File: src/rtl/io_trap_sequencer_if.sv
// Z80 I/O bus strobes and the enables that the trap sequencer returns to the register file.
interface io_trap_sequencer_if;
    logic [7:0] addr;
    logic       iorq_n;
    logic       rd_n;
    logic       wr_n;
    logic       m1_n;
    logic [2:0] ctrl_in;
    logic       write_ctrl_en;
    logic       read_isr_en;
    logic       record_isr_en;
    logic       io_violation_occured;
    logic       nmi_n;
    logic       trap_overrun;

    // Bus side: drives the strobes and control contents, observes the enables.
    modport master (
        output addr, iorq_n, rd_n, wr_n, m1_n, ctrl_in,
        input  write_ctrl_en, read_isr_en, record_isr_en,
        input  io_violation_occured, nmi_n, trap_overrun
    );

    // Sequencer side.
    modport slave (
        input  addr, iorq_n, rd_n, wr_n, m1_n, ctrl_in,
        output write_ctrl_en, read_isr_en, record_isr_en,
        output io_violation_occured, nmi_n, trap_overrun
    );
endinterface

File: src/rtl/io_trap_sequencer.sv
// I/O trap sequencer: synchronises Z80 strobes, classifies I/O cycles, drives the
// control/ISR register enables and raises an NMI trap on an illegal user I/O access.
module io_trap_sequencer #(
    parameter logic [7:0]  CTRL_PORT   = 8'h40,
    parameter logic [7:0]  ISR_PORT    = 8'h41,
    parameter int unsigned NMI_CYCLES  = 8,
    parameter int unsigned SYNC_STAGES = 2
) (
    input logic              clk,
    input logic              reset,
    io_trap_sequencer_if.slave bus
);

    typedef enum logic [1:0] {IDLE, NMI, WAIT_ACK} state_t;

    logic [SYNC_STAGES-1:0] iorq_sync, rd_sync, wr_sync, m1_sync;
    logic                   iorq_prev;
    logic                   iorq_s, rd_s, wr_s, m1_s;
    logic                   io_start, io_end, classify;
    logic                   addr_legal, bad_access, isr_read_done;
    logic                   cls_pending;
    logic                   write_ctrl_en_q, read_isr_en_q, record_isr_en_q;
    logic                   violation_q, nmi_n_q, overrun_q;
    logic [7:0]             nmi_count;
    state_t                 state;
    logic                   unused_ctrl;

    assign unused_ctrl = ^bus.ctrl_in[2:1];

    // Strobe synchronisers plus the iorq_n edge-detect flop; strobes idle high.
    always_ff @(posedge clk) begin
        if (reset) begin
            iorq_sync <= '1;
            rd_sync   <= '1;
            wr_sync   <= '1;
            m1_sync   <= '1;
            iorq_prev <= 1'b1;
        end else begin
            iorq_sync <= {iorq_sync[SYNC_STAGES-2:0], bus.iorq_n};
            rd_sync   <= {rd_sync[SYNC_STAGES-2:0],   bus.rd_n};
            wr_sync   <= {wr_sync[SYNC_STAGES-2:0],   bus.wr_n};
            m1_sync   <= {m1_sync[SYNC_STAGES-2:0],   bus.m1_n};
            iorq_prev <= iorq_s;
        end
    end

    assign iorq_s = iorq_sync[SYNC_STAGES-1];
    assign rd_s   = rd_sync[SYNC_STAGES-1];
    assign wr_s   = wr_sync[SYNC_STAGES-1];
    assign m1_s   = m1_sync[SYNC_STAGES-1];

    // Interrupt-acknowledge cycles (m1_n low with iorq_n) never start an I/O cycle.
    assign io_start      = iorq_prev & ~iorq_s & m1_s;
    assign io_end        = ~iorq_prev & iorq_s;
    assign classify      = (io_start | cls_pending) & ~io_end & (~rd_s | ~wr_s);
    assign addr_legal    = (bus.addr == CTRL_PORT) || (bus.addr == ISR_PORT);
    assign bad_access    = classify & bus.ctrl_in[0] & ~addr_legal;
    assign isr_read_done = io_end & read_isr_en_q;

    // Cycle classification; enables are held until iorq_n is seen high again so the
    // control write spans the asynchronous wr_n rise.
    always_ff @(posedge clk) begin
        if (reset) begin
            cls_pending     <= 1'b0;
            write_ctrl_en_q <= 1'b0;
            read_isr_en_q   <= 1'b0;
        end else if (io_end) begin
            cls_pending     <= 1'b0;
            write_ctrl_en_q <= 1'b0;
            read_isr_en_q   <= 1'b0;
        end else if (classify) begin
            cls_pending     <= 1'b0;
            write_ctrl_en_q <= ~wr_s & (bus.addr == CTRL_PORT);
            read_isr_en_q   <= ~rd_s & (bus.addr == ISR_PORT);
        end else if (io_start) begin
            cls_pending     <= 1'b1;
        end
    end

    // Trap FSM: IDLE -> NMI (timed pulse) -> WAIT_ACK until the handler's ISR read completes.
    always_ff @(posedge clk) begin
        if (reset) begin
            state           <= IDLE;
            nmi_count       <= 8'd0;
            record_isr_en_q <= 1'b1;
            violation_q     <= 1'b0;
            nmi_n_q         <= 1'b1;
            overrun_q       <= 1'b0;
        end else begin
            case (state)
                IDLE: begin
                    record_isr_en_q <= 1'b1;
                    if (bad_access) begin
                        state           <= NMI;
                        record_isr_en_q <= 1'b0;
                        violation_q     <= 1'b1;
                        nmi_n_q         <= 1'b0;
                        nmi_count       <= 8'(NMI_CYCLES);
                    end
                end
                NMI: begin
                    if (bad_access) overrun_q <= 1'b1;
                    if (nmi_count == 8'd1) begin
                        state   <= WAIT_ACK;
                        nmi_n_q <= 1'b1;
                    end
                    nmi_count <= nmi_count - 8'd1;
                end
                WAIT_ACK: begin
                    record_isr_en_q <= 1'b0;
                    if (bad_access) overrun_q <= 1'b1;
                    if (isr_read_done) begin
                        state           <= IDLE;
                        violation_q     <= 1'b0;
                        record_isr_en_q <= 1'b1;
                    end
                end
                default: begin
                    state   <= IDLE;
                    nmi_n_q <= 1'b1;
                end
            endcase
        end
    end

    assign bus.write_ctrl_en        = write_ctrl_en_q;
    assign bus.read_isr_en          = read_isr_en_q;
    assign bus.record_isr_en        = record_isr_en_q;
    assign bus.io_violation_occured = violation_q;
    assign bus.nmi_n                = nmi_n_q;
    assign bus.trap_overrun         = overrun_q;

endmodule

File: src/flat_wrapper.sv
// flat-port wrapper written by rule: the top's interface ports become plain ports
module io_trap_sequencer_flat 
#(
    parameter logic [7:0]  CTRL_PORT   = 8'h40,
    parameter logic [7:0]  ISR_PORT    = 8'h41,
    parameter int unsigned NMI_CYCLES  = 8,
    parameter int unsigned SYNC_STAGES = 2
)
  (clk, reset, bus_addr, bus_iorq_n, bus_rd_n, bus_wr_n, bus_m1_n, bus_ctrl_in, bus_write_ctrl_en, bus_read_isr_en, bus_record_isr_en, bus_io_violation_occured, bus_nmi_n, bus_trap_overrun);
  io_trap_sequencer_if bus_i ();
  input logic clk;
  input logic reset;
  input wire logic [$bits(bus_i.addr)-1:0] bus_addr;
  input wire logic [$bits(bus_i.iorq_n)-1:0] bus_iorq_n;
  input wire logic [$bits(bus_i.rd_n)-1:0] bus_rd_n;
  input wire logic [$bits(bus_i.wr_n)-1:0] bus_wr_n;
  input wire logic [$bits(bus_i.m1_n)-1:0] bus_m1_n;
  input wire logic [$bits(bus_i.ctrl_in)-1:0] bus_ctrl_in;
  output wire logic [$bits(bus_i.write_ctrl_en)-1:0] bus_write_ctrl_en;
  output wire logic [$bits(bus_i.read_isr_en)-1:0] bus_read_isr_en;
  output wire logic [$bits(bus_i.record_isr_en)-1:0] bus_record_isr_en;
  output wire logic [$bits(bus_i.io_violation_occured)-1:0] bus_io_violation_occured;
  output wire logic [$bits(bus_i.nmi_n)-1:0] bus_nmi_n;
  output wire logic [$bits(bus_i.trap_overrun)-1:0] bus_trap_overrun;
  assign bus_i.addr = bus_addr;
  assign bus_i.iorq_n = bus_iorq_n;
  assign bus_i.rd_n = bus_rd_n;
  assign bus_i.wr_n = bus_wr_n;
  assign bus_i.m1_n = bus_m1_n;
  assign bus_i.ctrl_in = bus_ctrl_in;
  assign bus_write_ctrl_en = bus_i.write_ctrl_en;
  assign bus_read_isr_en = bus_i.read_isr_en;
  assign bus_record_isr_en = bus_i.record_isr_en;
  assign bus_io_violation_occured = bus_i.io_violation_occured;
  assign bus_nmi_n = bus_i.nmi_n;
  assign bus_trap_overrun = bus_i.trap_overrun;
  io_trap_sequencer #(.CTRL_PORT(CTRL_PORT), .ISR_PORT(ISR_PORT), .NMI_CYCLES(NMI_CYCLES), .SYNC_STAGES(SYNC_STAGES)) u_core (.clk(clk), .reset(reset), .bus(bus_i));
endmodule
File: config.mk
export PLATFORM = sky130hd
export DESIGN_NAME = io_trap_sequencer_flat
export DESIGN_NICKNAME = d
export VERILOG_FILES = /design/src/rtl/io_trap_sequencer_if.sv /design/src/rtl/io_trap_sequencer.sv /design/src/flat_wrapper.sv
export SDC_FILE = /design/constraint.sdc
export NUM_CORES = 1
export LEC_CHECK = 0
export ABC_CLOCK_PERIOD_IN_PS = 2700
export CELL_PAD_IN_SITES_DETAIL_PLACEMENT = 0
export CELL_PAD_IN_SITES_GLOBAL_PLACEMENT = 2
export CORE_ASPECT_RATIO = 1.75
export CORE_MARGIN = 2
export CORE_UTILIZATION = 33
export DETAILED_ROUTE_END_ITERATION = 7
export PLACE_DENSITY_LB_ADDON = 0.1
export SYNTH_ARGS = -nofsm -noshare
export SYNTH_HDL_FRONTEND = slang
export SYNTH_SLANG_ARGS = --single-unit
export TNS_END_PERCENT = 20
File: constraint.sdc
create_clock -name clk -period 2.7 [get_ports clk]
set_input_delay 0.27 -clock clk [delete_from_list [all_inputs] [get_ports clk]]
set_output_delay 0.27 -clock clk [all_outputs]
set_load 0.03 [all_outputs]
# ---- Word-level counts from Yosys, hierarchy flattened
# Index checks and enable logic that the tools add are counted.
dict set report totals {
  reg_bits 26
  inputBits 17
  out_inout_bits 6
  word_cells 69
}
dict set report op_classes {
  add_sub_neg 1
  eq_ne 8
  n_mux 15
  bitwise 19
  n_reduce_logical 12
}
# operator count
set op_table {}
lappend op_table {{equality test 8 x 7 -> 1 bit (second input constant)} 2}
lappend op_table {{one-hot mux 8 bit (2 select lines)} 1}
lappend op_table {{bitwise AND 1 bit} 10}
lappend op_table {{AND reduction 3 bit} 3}
lappend op_table {{equality test 8 x 1 -> 1 bit (second input constant)} 1}
lappend op_table {{two-way mux 8 bit} 1}
lappend op_table {{subtractor 8 x 1 -> 8 bit (second input constant)} 1}
lappend op_table {{inverter 1 bit} 7}
lappend op_table {{two-way mux 1 bit} 6}
lappend op_table {{two-way mux 2 bit} 3}
lappend op_table {{!= test 2 x 1 -> 1 bit (second input constant)} 3}
lappend op_table {{one-hot mux 2 bit (3 select lines)} 1}
lappend op_table {{one-hot mux 1 bit (2 select lines)} 2}
lappend op_table {{AND reduction 2 bit} 2}
lappend op_table {{nonzero test 2 bit} 2}
lappend op_table {{OR reduction 2 bit} 2}
lappend op_table {{one-hot mux 1 bit (3 select lines)} 1}
lappend op_table {{OR reduction 3 bit} 1}
lappend op_table {{equality test 2 x 1 -> 1 bit (second input constant)} 1}
lappend op_table {{equality test 2 bit (second input constant)} 1}
lappend op_table {{logical NOT 2 bit} 1}
lappend op_table {{bitwise OR 1 bit} 2}
lappend op_table {{logical OR 1 bit} 1}

# ---- Depth between registers and ports, before layout
# Gate-level depths: netlist (run 1).
dict set report logic_depth {
  depth_word 10
  depth_mapped 7
  ltp_nobuf 7
}

# ---- Least setup slack after synthesis (run 1)
# OpenSTA, ideal clock, no wires.
dict set report synth_timing {
  path_kind {reg2reg}
  startpoint {reg u_core.nmi_count[3]}
  endpoint {reg u_core.nmi_n_q, in the netlist u_core.bus.nmi_n}
  setup_time_ns 0.122
  arrival_ns 1.498
  t_required_ns 2.578
  slack_ns 1.081
  path_stages_with_launch 5
  n_path_buf 0
  path_cell_list {dfxtp_1 > or3_4 > o41ai_4 > nand3_2 > a221o_1}
}
dict set report synth_via {
  elab_chain_len 3
}
# item line
set synth_rtl {}
lappend synth_rtl {{from (decl)} io_trap_sequencer.sv:24} ;# logic [7:0] nmi_count;
lappend synth_rtl {{from (signal assigned)} io_trap_sequencer.sv:98} ;# nmi_count <= 8'(NMI_CYCLES);
lappend synth_rtl {{from (signal assigned)} io_trap_sequencer.sv:107} ;# nmi_count <= nmi_count - 8'd1;
lappend synth_rtl {{equality test 8 x 1 -> 1 bit} io_trap_sequencer.sv:103} ;# if (nmi_count == 8'd1) begin
lappend synth_rtl {{!= test 2 x 1 -> 1 bit (no source line)} -}
lappend synth_rtl {{AND reduction 3 bit (no source line)} -}
lappend synth_rtl {{to (signal assigned)} io_trap_sequencer.sv:97} ;# nmi_n_q <= 1'b0;
lappend synth_rtl {{to (signal assigned)} io_trap_sequencer.sv:105} ;# nmi_n_q <= 1'b1;
lappend synth_rtl {{to (signal assigned)} io_trap_sequencer.sv:120} ;# nmi_n_q <= 1'b1;
lappend synth_rtl {{to (decl)} io_trap_sequencer.sv:23} ;# logic violation_q, nmi_n_q, overrun_q;
# No other way between the ends.
# A chain may end at the register's enable or synchronous reset.

# ---- Worst setup path after layout (run 1)
dict set report layout_timing {
  startpoint {reg u_core.state[1]}
  endpoint {reg u_core.nmi_count[6]}
}
dict set report layout_via {
  elab_chain_len 3
  word_cells_on_any_way 6
  classes_between {2 x eq/ne; 1 x mux; 3 x reduce/logical}
}
# item line
set layout_rtl {}
lappend layout_rtl {{from (decl)} io_trap_sequencer.sv:25} ;# state_t state;
lappend layout_rtl {{from (signal assigned)} io_trap_sequencer.sv:83} ;# state <= IDLE;
lappend layout_rtl {{from (signal assigned)} io_trap_sequencer.sv:94} ;# state <= NMI;
lappend layout_rtl {{from (signal assigned)} io_trap_sequencer.sv:104} ;# state <= WAIT_ACK;
lappend layout_rtl {{logical NOT 2 bit / equality test 2 x 1 -> 1 bit (equally long branches)} io_trap_sequencer.sv:90} ;# case (state)
lappend layout_rtl {{!= test 2 x 1 -> 1 bit (no source line) / nonzero test 2 bit (equally long branches)} -}
lappend layout_rtl {{AND reduction 2 bit (no source line)} -}
# Several ways; a longest one is shown, not always the timed one.

==> results_tabular.tex, run 1 <==
\begin{tabular}{lr}
\hline
Metric & Value \\
\hline
\multicolumn{2}{l}{\textbf{Run status}} \\
Outcome & finished clean \\
\multicolumn{2}{l}{\textbf{Yosys}} \\
Compound-Gate Fraction of Synth Area & 0.185 \\
Share of Yosys cell area claimed by the top area cell type & 0.421 \\
Synth async-reset ratio & 0 \\
Count of flip-flops with a built-in enable after synthesis & 0 \\
Synth area leaders & sky130\_fd\_sc\_hd\_\_dfxtp\_1 (42\%), sky130\_fd\_sc\_hd\_\_ha\_1 (5.1\%), sky130\_fd\_sc\_hd\_\_or2\_2 (4.6\%), sky130\_fd\_sc\_hd\_\_a21oi\_1 (4.5\%), sky130\_fd\_sc\_hd\_\_nand2\_1 (3.6\%) \\
Synth unique cells & 43 \\
Dominant cell type by area after synthesis & sky130\_fd\_sc\_hd\_\_dfxtp\_1 \\
Post-synthesis share of cell area spent on xor and xnor gates & 0.00709 \\
Area share of fa/ha/maj cells after synthesis & 0.0507 \\
Syn Inst Count & approximately 140 \\
Share of the yosys chip area belonging to registers & 0.421 \\
Yosys Warn Count & 0 \\
Simple logic cell fraction of the synthesized area & 0.287 \\
Number of nets produced by synthesis & $\sim$160 \\
Multiplexer share of the synthesized area & 0.00811 \\
Top\_reg\_cell synth & sky130\_fd\_sc\_hd\_\_dfxtp\_1 \\
\#FFs+latches synth & 26 \\
Dominant combinational cell family by area after synthesis & simple AND/OR/NAND/NOR gates \\
Avg Synthesized Cell Area & $\sim$9.1 sq um \\
Post-synthesis instance area & around 0.0012 sq mm \\
\multicolumn{2}{l}{\textbf{Power and ir drop}} \\
Net switching fraction of the power & 0.211 \\
Combinational Power Share & 0.097 \\
Share of power burned in registers & 0.498 \\
Cell internal pwr & about 0.63 mW \\
Power density of the placed cells & between 500 and 600 mW/mm\^{}2 \\
Peak ir drop on the vdd network & about 0.6 mV \\
Net switching power & $\sim$0.17 mW \\
Part of the power in the clock network & 0.405 \\
Static leakage & around 0.55 nW \\
Design Power & 0.804 mW \\
\multicolumn{2}{l}{\textbf{Detailed routing}} \\
Number of DRC markers after the initial detailed-route iteration & 18 \\
Remaining DRCs & 0 \\
Total routed wirelength & $\sim$2700 um \\
Total via count after detailed routing & 1033 \\
Vias/cell & 5.17 \\
Detail-routed net length per standard cell & approximately 14 um \\
Remaining antenna violation count after routing & 0 \\
First-pass iteration count of the detailed router & 4 \\
\multicolumn{2}{l}{\textbf{STA}} \\
Unrepaired setup endpoints after global routing & false \\
Worst-Margin Slew & 873 ps \\
Shortest period the worst path allows & between 1500 and 2000 ps \\
Final count of hold timing violations & 0 \\
Final setup TNS & 0 ps \\
Max-slew headroom & 0.416 \\
Slew Viols, Final & 0 \\
Peak clock frequency supported by timing & between 500 and 600 MHz \\
Final setup violation count & 0 \\
Crit share post-route & 0.677 \\
Clock skew & roughly 5.9 ps \\
\multicolumn{2}{l}{\textbf{Layout}} \\
Most used cells in the layout excluding fill and tap cells & sky130\_fd\_sc\_hd\_\_dfxtp\_1 (26), sky130\_fd\_sc\_hd\_\_clkdlybuf4s50\_1 (20), sky130\_fd\_sc\_hd\_\_nand2\_1 (12), sky130\_fd\_sc\_hd\_\_a21oi\_1 (11), sky130\_fd\_sc\_hd\_\_or2\_2 (9) \\
Number of nets in the layout & $\sim$180 \\
Final antenna diode count & 0 \\
Commonest non-fill, non-tap cell in the layout & sky130\_fd\_sc\_hd\_\_dfxtp\_1 \\
Fraction of final layout cells with drive strength greater than 1 & 0.136 \\
Area delta synth->final & 25.3\% \\
\multicolumn{2}{l}{\textbf{GRT}} \\
All-Layer GR Usage & 0.140 \\
Total overflow reported by the global router & 0 \\
Vias in the first global route & $\sim$1000 \\
Largest net degree at the start of global routing & 28 \\
Number of antenna violations at the first check in global routing & 0 \\
Global-route wire length before repair & about 4600 um \\
\multicolumn{2}{l}{\textbf{Critical path}} \\
Maximum single-stage delay on the critical path & slightly above 400 ps \\
Startpoint Class & register \\
Crit-path cells & inv\_1 > ha\_1 > nor2b\_1 > a31oi\_2 > o21ai\_0 > a21oi\_1 \\
Worst path arrival time & between 2000 and 2500 ps \\
Critical-path cell with the highest stage delay & sky130\_fd\_sc\_hd\_\_ha\_1 \\
Critical path peak fanout & 16 \\
Setup Crit Path Kind & reg2reg \\
Nature of the critical path endpoint & register \\
Required time at the endpoint of the critical path & slightly below 3000 ps \\
\multicolumn{2}{l}{\textbf{Floorplan}} \\
Initial standard-cell utilization of the core & 0.344 \\
Area of the core & roughly 0.0036 sq mm \\
Ports placed on the boundary & 23 \\
Die area & about 0.0043 sq mm \\
Die W & about 50 um \\
Cell row count & 29 \\
Die span in y & approximately 85 um \\
\multicolumn{2}{l}{\textbf{CTS}} \\
Level count of the clock H-tree & 1 \\
Cell at the root of the clock tree & sky130\_fd\_sc\_hd\_\_clkbuf\_8 \\
CTS tree & yes \\
Clock latency on the worst-skew pair & about 270 ps \\
Cts bufs inserted & 3 \\
Clock-pin slew on the worst setup and hold paths & 100 ps \\
Clock Sinks & 26 \\
Setup Buffers After CTS & 0 \\
Number of cells upsized or downsized after cts & 0 \\
Number of buffers inserted for hold repair after clock tree synthesis & 0 \\
Clock buffer depth & 2 \\
\multicolumn{2}{l}{\textbf{Placement}} \\
HPWL after detailed placement & 2010 um \\
Final weighted congestion of routability-driven global placement & around 0.65 \\
IO buf count & 20 \\
\multicolumn{2}{l}{\textbf{Min path}} \\
Worst Hold Class & reg2reg \\
\multicolumn{2}{l}{\textbf{Run}} \\
Max-cap violations & 0 \\
\hline
\end{tabular}
## per-layer routing
metal	vias to the layer above	global-route usage	wire, um
li1	521	-	-
met1	498	0.149	1120
met2	9	0.267	1510
met3	5	0.0211	45
met4	0	0.0530	43
met5	-	0	0
## worst max-delay path, delay by kind of cell, from the launching register on
kind                       cells  cell delay (ps)
and+or+nand+nor                1              240
buffers and inverters          1               70
AOI/OAI and AO/OA              3              670
adders and majority gates      1              410
DFF                            1              350
## synth_stat cells (2+ instances only)
cell type / number
sky130_fd_sc_hd__inv_1: 7
sky130_fd_sc_hd__o311ai_0: 2
sky130_fd_sc_hd__nand3b_1: 4
sky130_fd_sc_hd__nand2_1: 12
sky130_fd_sc_hd__o31a_2: 2
sky130_fd_sc_hd__ha_1: 5
sky130_fd_sc_hd__nand2b_1: 3
sky130_fd_sc_hd__nor4_1: 2
sky130_fd_sc_hd__nor3_1: 6
sky130_fd_sc_hd__o21ai_0: 3
sky130_fd_sc_hd__nand3_1: 3
sky130_fd_sc_hd__dfxtp_1: 26
sky130_fd_sc_hd__nor2_1: 5
sky130_fd_sc_hd__a221o_1: 2
sky130_fd_sc_hd__a21oi_1: 11
sky130_fd_sc_hd__nor2b_1: 3
sky130_fd_sc_hd__or2_2: 9
sky130_fd_sc_hd__clkbuf_1: 5
## flip-flops by register name, indices dropped and copies added, names as in the netlist
name,cells
u_core.bus.record_isr_en,1
u_core.iorq_sync,2
u_core.bus.read_isr_en,1
u_core.bus.write_ctrl_en,1
u_core.bus.io_violation_occured,1
u_core.iorq_prev,1
u_core.m1_sync,2
u_core.wr_sync,2
u_core.rd_sync,2
u_core.cls_pending,1
u_core.bus.trap_overrun,1
u_core.nmi_count,8
u_core.state,2
u_core.bus.nmi_n,1
## kinds of logic (layout without fill, tap and decap cells)
logic type / after synthesis / after routing
AOI/OAI and AO/OA: 30 / 30
adders and majority gates: 5 / 5
DFF: 26 / 26
buffers and inverters: 13 / 32
and+or+nand+nor: 59 / 59
muxes: 1 / 1
xor gates and xnor gates: 1 / 1
## stage by stage
stage          cells  worst slack (ps)  hold slack [ps]  utilization  area, sq um
3_5_place_dp     196               636              392        0.411         1480
5_1_grt          200               688              427        0.431         1550
4_1_cts          200               852              415        0.431         1550
2_1_floorplan    135              1080              374            -         1230
6_report         200               871              414        0.431         1550
3_3_place_gp     196               621              394        0.411         1480
## path summary, 6_finish.rpt
kind                                   startpoint             endpoint  slack, ps  depth (start not counted)
worst max register to register    u_core.state[1]  u_core.nmi_count[6]        870                          6
worst min register to register  u_core.wr_sync[0]    u_core.wr_sync[1]        410                          1
worst min-delay path            u_core.wr_sync[0]    u_core.wr_sync[1]        410                          1
worst max-delay path              u_core.state[1]  u_core.nmi_count[6]        870                          6
## power by group through the flow
stage          Clock, mW  Combinational, mW  Sequential [mW]
3_3_place_gp           0             0.0783            0.409
4_1_cts            0.334             0.0795            0.400
6_report           0.325             0.0784            0.400
3_5_place_dp           0             0.0792            0.409
5_1_grt            0.348             0.0857            0.402
2_1_floorplan          0             0.0347            0.416
## final cells by class
cell class                 instances  area (sq um)
inverter                           7          26.3
clock inverter                     1          30.0
clock buffer                       3          41.3
sequential                        26           520
fill                             370          2040
multi-input combinational         96           664
tap                               46          57.6
timing repair buffer              21           208
(Power assumes the default switching activity.)
==> inputs of run 2 (changes only) <==
--- a/config.mk
+++ b/config.mk
@@ -5,12 +5,12 @@
 export SDC_FILE = /design/constraint.sdc
 export NUM_CORES = 1
 export LEC_CHECK = 0
-export ABC_CLOCK_PERIOD_IN_PS = 2700
+export ABC_CLOCK_PERIOD_IN_PS = 1500
 export CELL_PAD_IN_SITES_DETAIL_PLACEMENT = 0
 export CELL_PAD_IN_SITES_GLOBAL_PLACEMENT = 2
 export CORE_ASPECT_RATIO = 1.75
 export CORE_MARGIN = 2
-export CORE_UTILIZATION = 33
+export CORE_UTILIZATION = 28
 export DETAILED_ROUTE_END_ITERATION = 7
 export PLACE_DENSITY_LB_ADDON = 0.1
 export SYNTH_ARGS = -nofsm -noshare
==> constraint.sdc (replaced) <==
create_clock -name clk -period 1.5 [get_ports clk]
set_input_delay 0.15 -clock clk [delete_from_list [all_inputs] [get_ports clk]]
set_output_delay 0.15 -clock clk [all_outputs]
set_load 0.03 [all_outputs]
==> run 2 against run 1 <==
The flow now finishes with violations (negative setup slack). Hold slack gained 9.4 ps. Non-clock buffer count up 27. Die area increased by 17%. Global-route usage shrank 0.75 points. Largest cell class unchanged. Largest power group unchanged.
==> results_tabular.tex, run 2 (same netlist as run 1, synthesis figures left out) <==
\begin{tabular}{lr}
\hline
Metric & Value \\
\hline
\multicolumn{2}{l}{\textbf{Run status}} \\
Outcome & complete, but fails checks \\
Failing checks & negative setup slack \\
\multicolumn{2}{l}{\textbf{Detailed routing}} \\
Total routed wirelength & 3160 um (+16\%) \\
First-pass iteration count of the detailed router & 4 (unchanged) \\
Remaining DRCs & 0 (unchanged) \\
Detail-routed net length per standard cell & 13.6 um (+0.40\%) \\
Number of DRC markers after the initial detailed-route iteration & 6 (-12) \\
Total via count after detailed routing & 1133 (+9.7\%) \\
Vias/cell & 4.88 (-5.4\%) \\
Remaining antenna violation count after routing & 0 (unchanged) \\
\multicolumn{2}{l}{\textbf{Min path}} \\
Worst Hold Depth & 1 (unchanged) \\
Worst Hold Class & reg2reg \\
Worst Min Path Start & u\_core.wr\_sync[0] \\
\multicolumn{2}{l}{\textbf{Layout}} \\
Number of nets in the layout & 204 (+15\%) \\
Flip-flop count of the largest register, all copies and words added & 8 (unchanged) \\
Sequential cell area & 523 sq um (+0.48\%) \\
Area delta synth->final & 48.6\% \\
Commonest non-fill, non-tap cell in the layout & sky130\_fd\_sc\_hd\_\_buf\_4 \\
FILL cells & 458 (+24\%) \\
Register with the most flip-flops & u\_core.nmi\_count \\
Fraction of final layout cells with drive strength greater than 1 & 0.326 (+0.190) \\
Combined area of the multi-input logic cells & 719 sq um (+8.3\%) \\
Most used cells in the layout excluding fill and tap cells & sky130\_fd\_sc\_hd\_\_buf\_4 (25), sky130\_fd\_sc\_hd\_\_dfxtp\_1 (24), sky130\_fd\_sc\_hd\_\_clkdlybuf4s50\_1 (18), sky130\_fd\_sc\_hd\_\_nand2\_1 (11), sky130\_fd\_sc\_hd\_\_a21oi\_1 (11) \\
Final antenna diode count & 0 (unchanged) \\
Design Area, Final & 0.00184 sq mm (+19\%) \\
Util after Layout & 0.424 (-0.00638) \\
\multicolumn{2}{l}{\textbf{Power and ir drop}} \\
Peak ir drop on the vdd network & 0.356 mV (-40\%) \\
Power density of the placed cells & 801 mW/mm\^{}2 (+54\%) \\
Static leakage & 0.716 nW (+30\%) \\
\multicolumn{2}{l}{\textbf{Critical path}} \\
Required time at the endpoint of the critical path & 1670 ps (-1220 ps) \\
Startpoint of the most critical register-to-register path & u\_core.iorq\_sync[1] \\
Critical path origin & u\_core.iorq\_sync[1] \\
Crit-path cells & and3b\_2 > a21o\_1 > and4\_4 > buf\_6 > nand3\_2 > a221o\_1 \\
Nature of the critical path endpoint & register \\
Critical path peak fanout & 3 (-13) \\
Crit path depth & 6 (unchanged) \\
Worst path arrival time & 1760 ps (-260 ps) \\
Startpoint Class & register \\
Family of cells with the greatest summed delay on the critical path & simple AND/OR/NAND/NOR gates \\
FF-to-FF path depth & 6 (unchanged) \\
Setup Crit Path Kind & reg2reg \\
Critical-path cell with the highest stage delay & sky130\_fd\_sc\_hd\_\_dfxtp\_2 \\
Maximum single-stage delay on the critical path & 340 ps (-70 ps) \\
Combined buffer and inverter count along the critical path & 1 (unchanged) \\
\multicolumn{2}{l}{\textbf{STA}} \\
Crit share post-route & 1.06 (+0.386) \\
Final count of hold timing violations & 0 (unchanged) \\
Unrepaired setup endpoints after global routing & true \\
Final setup TNS & -151 ps (-151 ps) \\
Final worst setup slack & -94.5 ps (-966 ps) \\
Worst-Margin Slew & 326 ps (-547 ps) \\
Final setup violation count & 3 (+3) \\
Peak clock frequency supported by timing & 627 MHz (+15\%) \\
Clock skew & 4.52 ps (-1.43 ps) \\
Max-slew headroom & 0.782 (+0.366) \\
Shortest period the worst path allows & 1590 ps (-234 ps) \\
Slew Viols, Final & 0 (unchanged) \\
\multicolumn{2}{l}{\textbf{Floorplan}} \\
Ports placed on the boundary & 23 (unchanged) \\
Initial standard-cell utilization of the core & 0.286 (-0.0582) \\
Die W & 54.2 um (+7.9\%) \\
Die area & 0.00498 sq mm (+17\%) \\
Cell row count & 32 (+10\%) \\
Die span in y & 91.9 um (+8.2\%) \\
Area of the core & 0.00432 sq mm (+20\%) \\
\multicolumn{2}{l}{\textbf{CTS}} \\
CTS tree & yes \\
Clock buffer depth & 2 (unchanged) \\
Clock Sinks & 26 (unchanged) \\
Cell at the root of the clock tree & sky130\_fd\_sc\_hd\_\_clkbuf\_8 \\
Cts bufs inserted & 3 (unchanged) \\
Number of buffers inserted for hold repair after clock tree synthesis & 0 (unchanged) \\
Clock latency on the worst-skew pair & 270 ps (about the same) \\
Level count of the clock H-tree & 1 (unchanged) \\
Clock-pin slew on the worst setup and hold paths & 90 ps (about the same) \\
\multicolumn{2}{l}{\textbf{Placement}} \\
Final weighted congestion of routability-driven global placement & 0.769 (+19\%) \\
HPWL after detailed placement & 2370 um (+18\%) \\
IO buf count & 20 (unchanged) \\
Placed standard-cell area & 0.00168 sq mm (+14\%) \\
\multicolumn{2}{l}{\textbf{GRT}} \\
Vias in the first global route & 1149 (+11\%) \\
All-Layer GR Usage & 0.133 (-0.00746) \\
Largest net degree at the start of global routing & 31 (+11\%) \\
Total overflow reported by the global router & 0 (unchanged) \\
Global-route wire length before repair & 5020 um (+8.5\%) \\
Number of antenna violations at the first check in global routing & 0 (unchanged) \\
\multicolumn{2}{l}{\textbf{Run}} \\
Max-cap violations & 0 (unchanged) \\
\hline
\end{tabular}
## run 2: changes by cell type in the layout (fill, tap and decap cells not counted), sizes merged
cell	before	now
buf	1	28
clkdlybuf4s50	20	18
dlygate4sd2	0	1
dlymetal6s2s	0	1
## run 2: power by group
part	switching (mW)	internal, mW
combinational	0.0764	0.0966
clock	0.220	0.357
sequential	0.0106	0.710
## run 2: per-stage QoR
| step | hold slack [ps] | worst slack [ps] | std cells | power (mW) |
|---|---|---|---|---|
| after floorplan | 254 | -10.7 | 135 | 0.811 |
| after global placement | 395 | -331 | 226 | 0.899 |
| after detailed placement | 400 | -381 | 226 | 0.901 |
| after CTS | 424 | -96.7 | 231 | 1.50 |
| after global routing | 433 | -157 | 232 | 1.53 |
| final | 423 | -94.5 | 232 | 1.47 |
## run 2: per-layer routing
| metal | wire (um) | global-route usage | vias to the layer above |
|---|---|---|---|
| met4 | 48 | 0.0500 | 0 |
| met1 | 1250 | 0.139 | 541 |
| met2 | 1800 | 0.247 | 12 |
| met5 | 0 | 0 | - |
| met3 | 65 | 0.0195 | 4 |
| li1 | - | - | 576 |
## run 2: repair_timing
action	4_1_cts	5_1_grt
resized for setup	13	6
setup buffers	1	1
endpoints found under the setup margin	14	15
pin swaps	2	4
## run 2: area by class of cell
cell class,instances,area share
clock buffer,3,0.0225
clock inverter,1,0.0164
inverter,7,0.0143
multi-input combinational,96,0.392
sequential,26,0.285
tap,51,0.0348
timing repair buffer,48,0.235
## run 2: worst paths after layout
check	endpoint	slack, ps
max	u_core.bus.nmi_n	-90
min	u_core.wr_sync[1]	420
max reg2reg	u_core.bus.nmi_n	-90
min reg2reg	u_core.wr_sync[1]	420
==> inputs of run 3 (changes only) <==
--- a/config.mk
+++ b/config.mk
@@ -12,7 +12,8 @@
 export CORE_MARGIN = 2
 export CORE_UTILIZATION = 28
 export DETAILED_ROUTE_END_ITERATION = 7
-export PLACE_DENSITY_LB_ADDON = 0.1
+export PLACE_DENSITY = 0.84
+export SKIP_CTS_REPAIR_TIMING = 1
 export SYNTH_ARGS = -nofsm -noshare
 export SYNTH_HDL_FRONTEND = slang
 export SYNTH_SLANG_ARGS = --single-unit
==> run 3 against run 2 <==
The flow still finishes with violations (negative setup slack). Clock power up 1%. Critical endpoint unchanged. Sequential cell count stayed put. Highest routed layer unchanged. Combinational power shrank 4%.
==> results_tabular.tex, run 3 (same netlist as run 1, synthesis figures left out) <==
\begin{tabular}{lr}
\hline
Metric & Value \\
\hline
\multicolumn{2}{l}{\textbf{Power and ir drop}} \\
Peak ir drop on the vdd network & 0.342 mV (-3.8\%) \\
Power density of the placed cells & 807 mW/mm\^{}2 (+0.79\%) \\
Static leakage & 0.751 nW (+4.9\%) \\
\multicolumn{2}{l}{\textbf{STA}} \\
Final setup violation count & 4 (+1) \\
Clock skew & 6.28 ps (+1.76 ps) \\
Peak clock frequency supported by timing & 628 MHz (+0.18\%) \\
Final worst setup slack & -91.7 ps (+2.84 ps) \\
Final setup TNS & -240 ps (-89.4 ps) \\
Crit share post-route & 1.06 (-0.00189) \\
Worst-Margin Slew & 342 ps (+16.5 ps) \\
Shortest period the worst path allows & 1590 ps (-2.84 ps) \\
Slew Viols, Final & 0 (unchanged) \\
Max-slew headroom & 0.771 (-0.0110) \\
Unrepaired setup endpoints after global routing & true \\
Final count of hold timing violations & 0 (unchanged) \\
\multicolumn{2}{l}{\textbf{Floorplan}} \\
Cell row count & 32 (unchanged) \\
Initial standard-cell utilization of the core & 0.286 (unchanged) \\
Die W & 54.2 um (unchanged) \\
Die span in y & 91.9 um (unchanged) \\
Die area & 0.00498 sq mm (unchanged) \\
Area of the core & 0.00432 sq mm (unchanged) \\
Ports placed on the boundary & 23 (unchanged) \\
\multicolumn{2}{l}{\textbf{Critical path}} \\
Setup Crit Path Kind & reg2reg \\
Nature of the critical path endpoint & register \\
FF-to-FF path depth & 4 (-2) \\
Worst path arrival time & 1760 ps (about the same) \\
Worst reg-to-reg setup slack & -90 ps (about the same) \\
Critical path peak fanout & 3 (unchanged) \\
Startpoint Class & register \\
Endpoint of the worst-slack reg-to-reg timing path & u\_core.bus.nmi\_n \\
CP endpoint & u\_core.bus.nmi\_n \\
Required time at the endpoint of the critical path & 1670 ps (about the same) \\
Critical path origin & u\_core.nmi\_count[3] \\
Startpoint of the most critical register-to-register path & u\_core.nmi\_count[3] \\
\multicolumn{2}{l}{\textbf{Detailed routing}} \\
Remaining antenna violation count after routing & 0 (unchanged) \\
Total routed wirelength & 3010 um (-4.9\%) \\
Total via count after detailed routing & 1128 (-0.44\%) \\
Remaining DRCs & 0 (unchanged) \\
Vias/cell & 4.86 (-0.44\%) \\
Number of DRC markers after the initial detailed-route iteration & 14 (+8) \\
Detail-routed net length per standard cell & 13.0 um (-4.9\%) \\
First-pass iteration count of the detailed router & 4 (unchanged) \\
\multicolumn{2}{l}{\textbf{GRT}} \\
Largest net degree at the start of global routing & 31 (unchanged) \\
Total overflow reported by the global router & 0 (unchanged) \\
All-Layer GR Usage & 0.131 (-0.00154) \\
Vias in the first global route & 1150 (+0.087\%) \\
Number of antenna violations at the first check in global routing & 0 (unchanged) \\
Global-route wire length before repair & 4910 um (-2.1\%) \\
\multicolumn{2}{l}{\textbf{Layout}} \\
Fraction of final layout cells with drive strength greater than 1 & 0.315 (-0.0110) \\
Combined area of the multi-input logic cells & 699 sq um (-2.8\%) \\
Area delta synth->final & 47.5\% \\
Most used cells in the layout excluding fill and tap cells & sky130\_fd\_sc\_hd\_\_buf\_4 (25), sky130\_fd\_sc\_hd\_\_dfxtp\_1 (24), sky130\_fd\_sc\_hd\_\_clkdlybuf4s50\_1 (17), sky130\_fd\_sc\_hd\_\_nand2\_1 (12), sky130\_fd\_sc\_hd\_\_a21oi\_1 (10) \\
FILL cells & 448 (-2.2\%) \\
Design Area, Final & 0.00182 sq mm (-0.75\%) \\
Flip-flop count of the largest register, all copies and words added & 8 (unchanged) \\
Final antenna diode count & 0 (unchanged) \\
Number of nets in the layout & 204 (unchanged) \\
Commonest non-fill, non-tap cell in the layout & sky130\_fd\_sc\_hd\_\_buf\_4 \\
Register with the most flip-flops & u\_core.nmi\_count \\
Sequential cell area & 523 sq um (unchanged) \\
Util after Layout & 0.421 (-0.00318) \\
\multicolumn{2}{l}{\textbf{Placement}} \\
IO buf count & 20 (unchanged) \\
Final weighted congestion of routability-driven global placement & 0.718 (-6.6\%) \\
Placed standard-cell area & 0.00170 sq mm (+0.89\%) \\
HPWL after detailed placement & 2310 um (-2.2\%) \\
\multicolumn{2}{l}{\textbf{Run}} \\
Max-cap violations & 0 (unchanged) \\
\multicolumn{2}{l}{\textbf{CTS}} \\
Clock-pin slew on the worst setup and hold paths & 90 ps (about the same) \\
Clock buffer depth & 2 (unchanged) \\
CTS tree & yes \\
Clock Sinks & 26 (unchanged) \\
Cell at the root of the clock tree & sky130\_fd\_sc\_hd\_\_clkbuf\_8 \\
Cts bufs inserted & 3 (unchanged) \\
Level count of the clock H-tree & 1 (unchanged) \\
Clock latency on the worst-skew pair & 270 ps (about the same) \\
\multicolumn{2}{l}{\textbf{Run status}} \\
Outcome & complete, but fails checks \\
Failing checks & negative setup slack \\
\multicolumn{2}{l}{\textbf{Min path}} \\
Worst Hold Class & reg2reg \\
\hline
\end{tabular}
[run 3: report_power, final]
part / total, mW / internal [mW] / switching (mW)
clock network: 0.584 / 0.357 / 0.227
logic: 0.166 / 0.0942 / 0.0719
registers: 0.720 / 0.710 / 0.0102
[run 3: metrics by stage]
stage / hold WS, ps / total power [mW] / cells / setup WS, ps
6_report: 419 / 1.47 / 232 / -91.7
5_1_grt: 428 / 1.53 / 232 / -179
3_3_place_gp: 392 / 0.897 / 228 / -319
4_1_cts: 422 / 1.49 / 232 / -183
3_5_place_dp: 400 / 0.902 / 228 / -378
2_1_floorplan: 254 / 0.811 / 135 / -10.7
[run 3: metal layers]
metal,track usage,routed length (um),vias up
met5,0,0,-
met4,0.0563,53,0
met3,0.0147,88,4
met2,0.238,1650,20
met1,0.143,1210,530
li1,-,-,574
[run 3: how the worst min path moves through the flow]
stage | depth (start not counted) | end | from
global route | 2 | u_core.wr_sync[0] | bus_wr_n
floorplan | 1 | u_core.iorq_sync[0] | bus_iorq_n
finish | 1 | u_core.m1_sync[1] | u_core.m1_sync[0]
detailed placement | 1 | u_core.rd_sync[1] | u_core.rd_sync[0]
global placement | 1 | u_core.iorq_sync[1] | u_core.iorq_sync[0]
CTS | 1 | u_core.m1_sync[1] | u_core.m1_sync[0]
[run 3: critical path, stage by stage (launching register included)]
cell and delay, ps:
sky130_fd_sc_hd__dfxtp_2 330, sky130_fd_sc_hd__or3_4 400, sky130_fd_sc_hd__o41ai_4 300, sky130_fd_sc_hd__nand3_2 120, sky130_fd_sc_hd__a221o_1 320
[run 3: cell type report]
type,instances,share of cell area
multi-input cells,96,0.384
inverters,7,0.0144
flip-flops and latches,26,0.287
clock inverters,1,0.0165
repair buffers,48,0.240
well taps,51,0.0350
clock buffers,3,0.0227
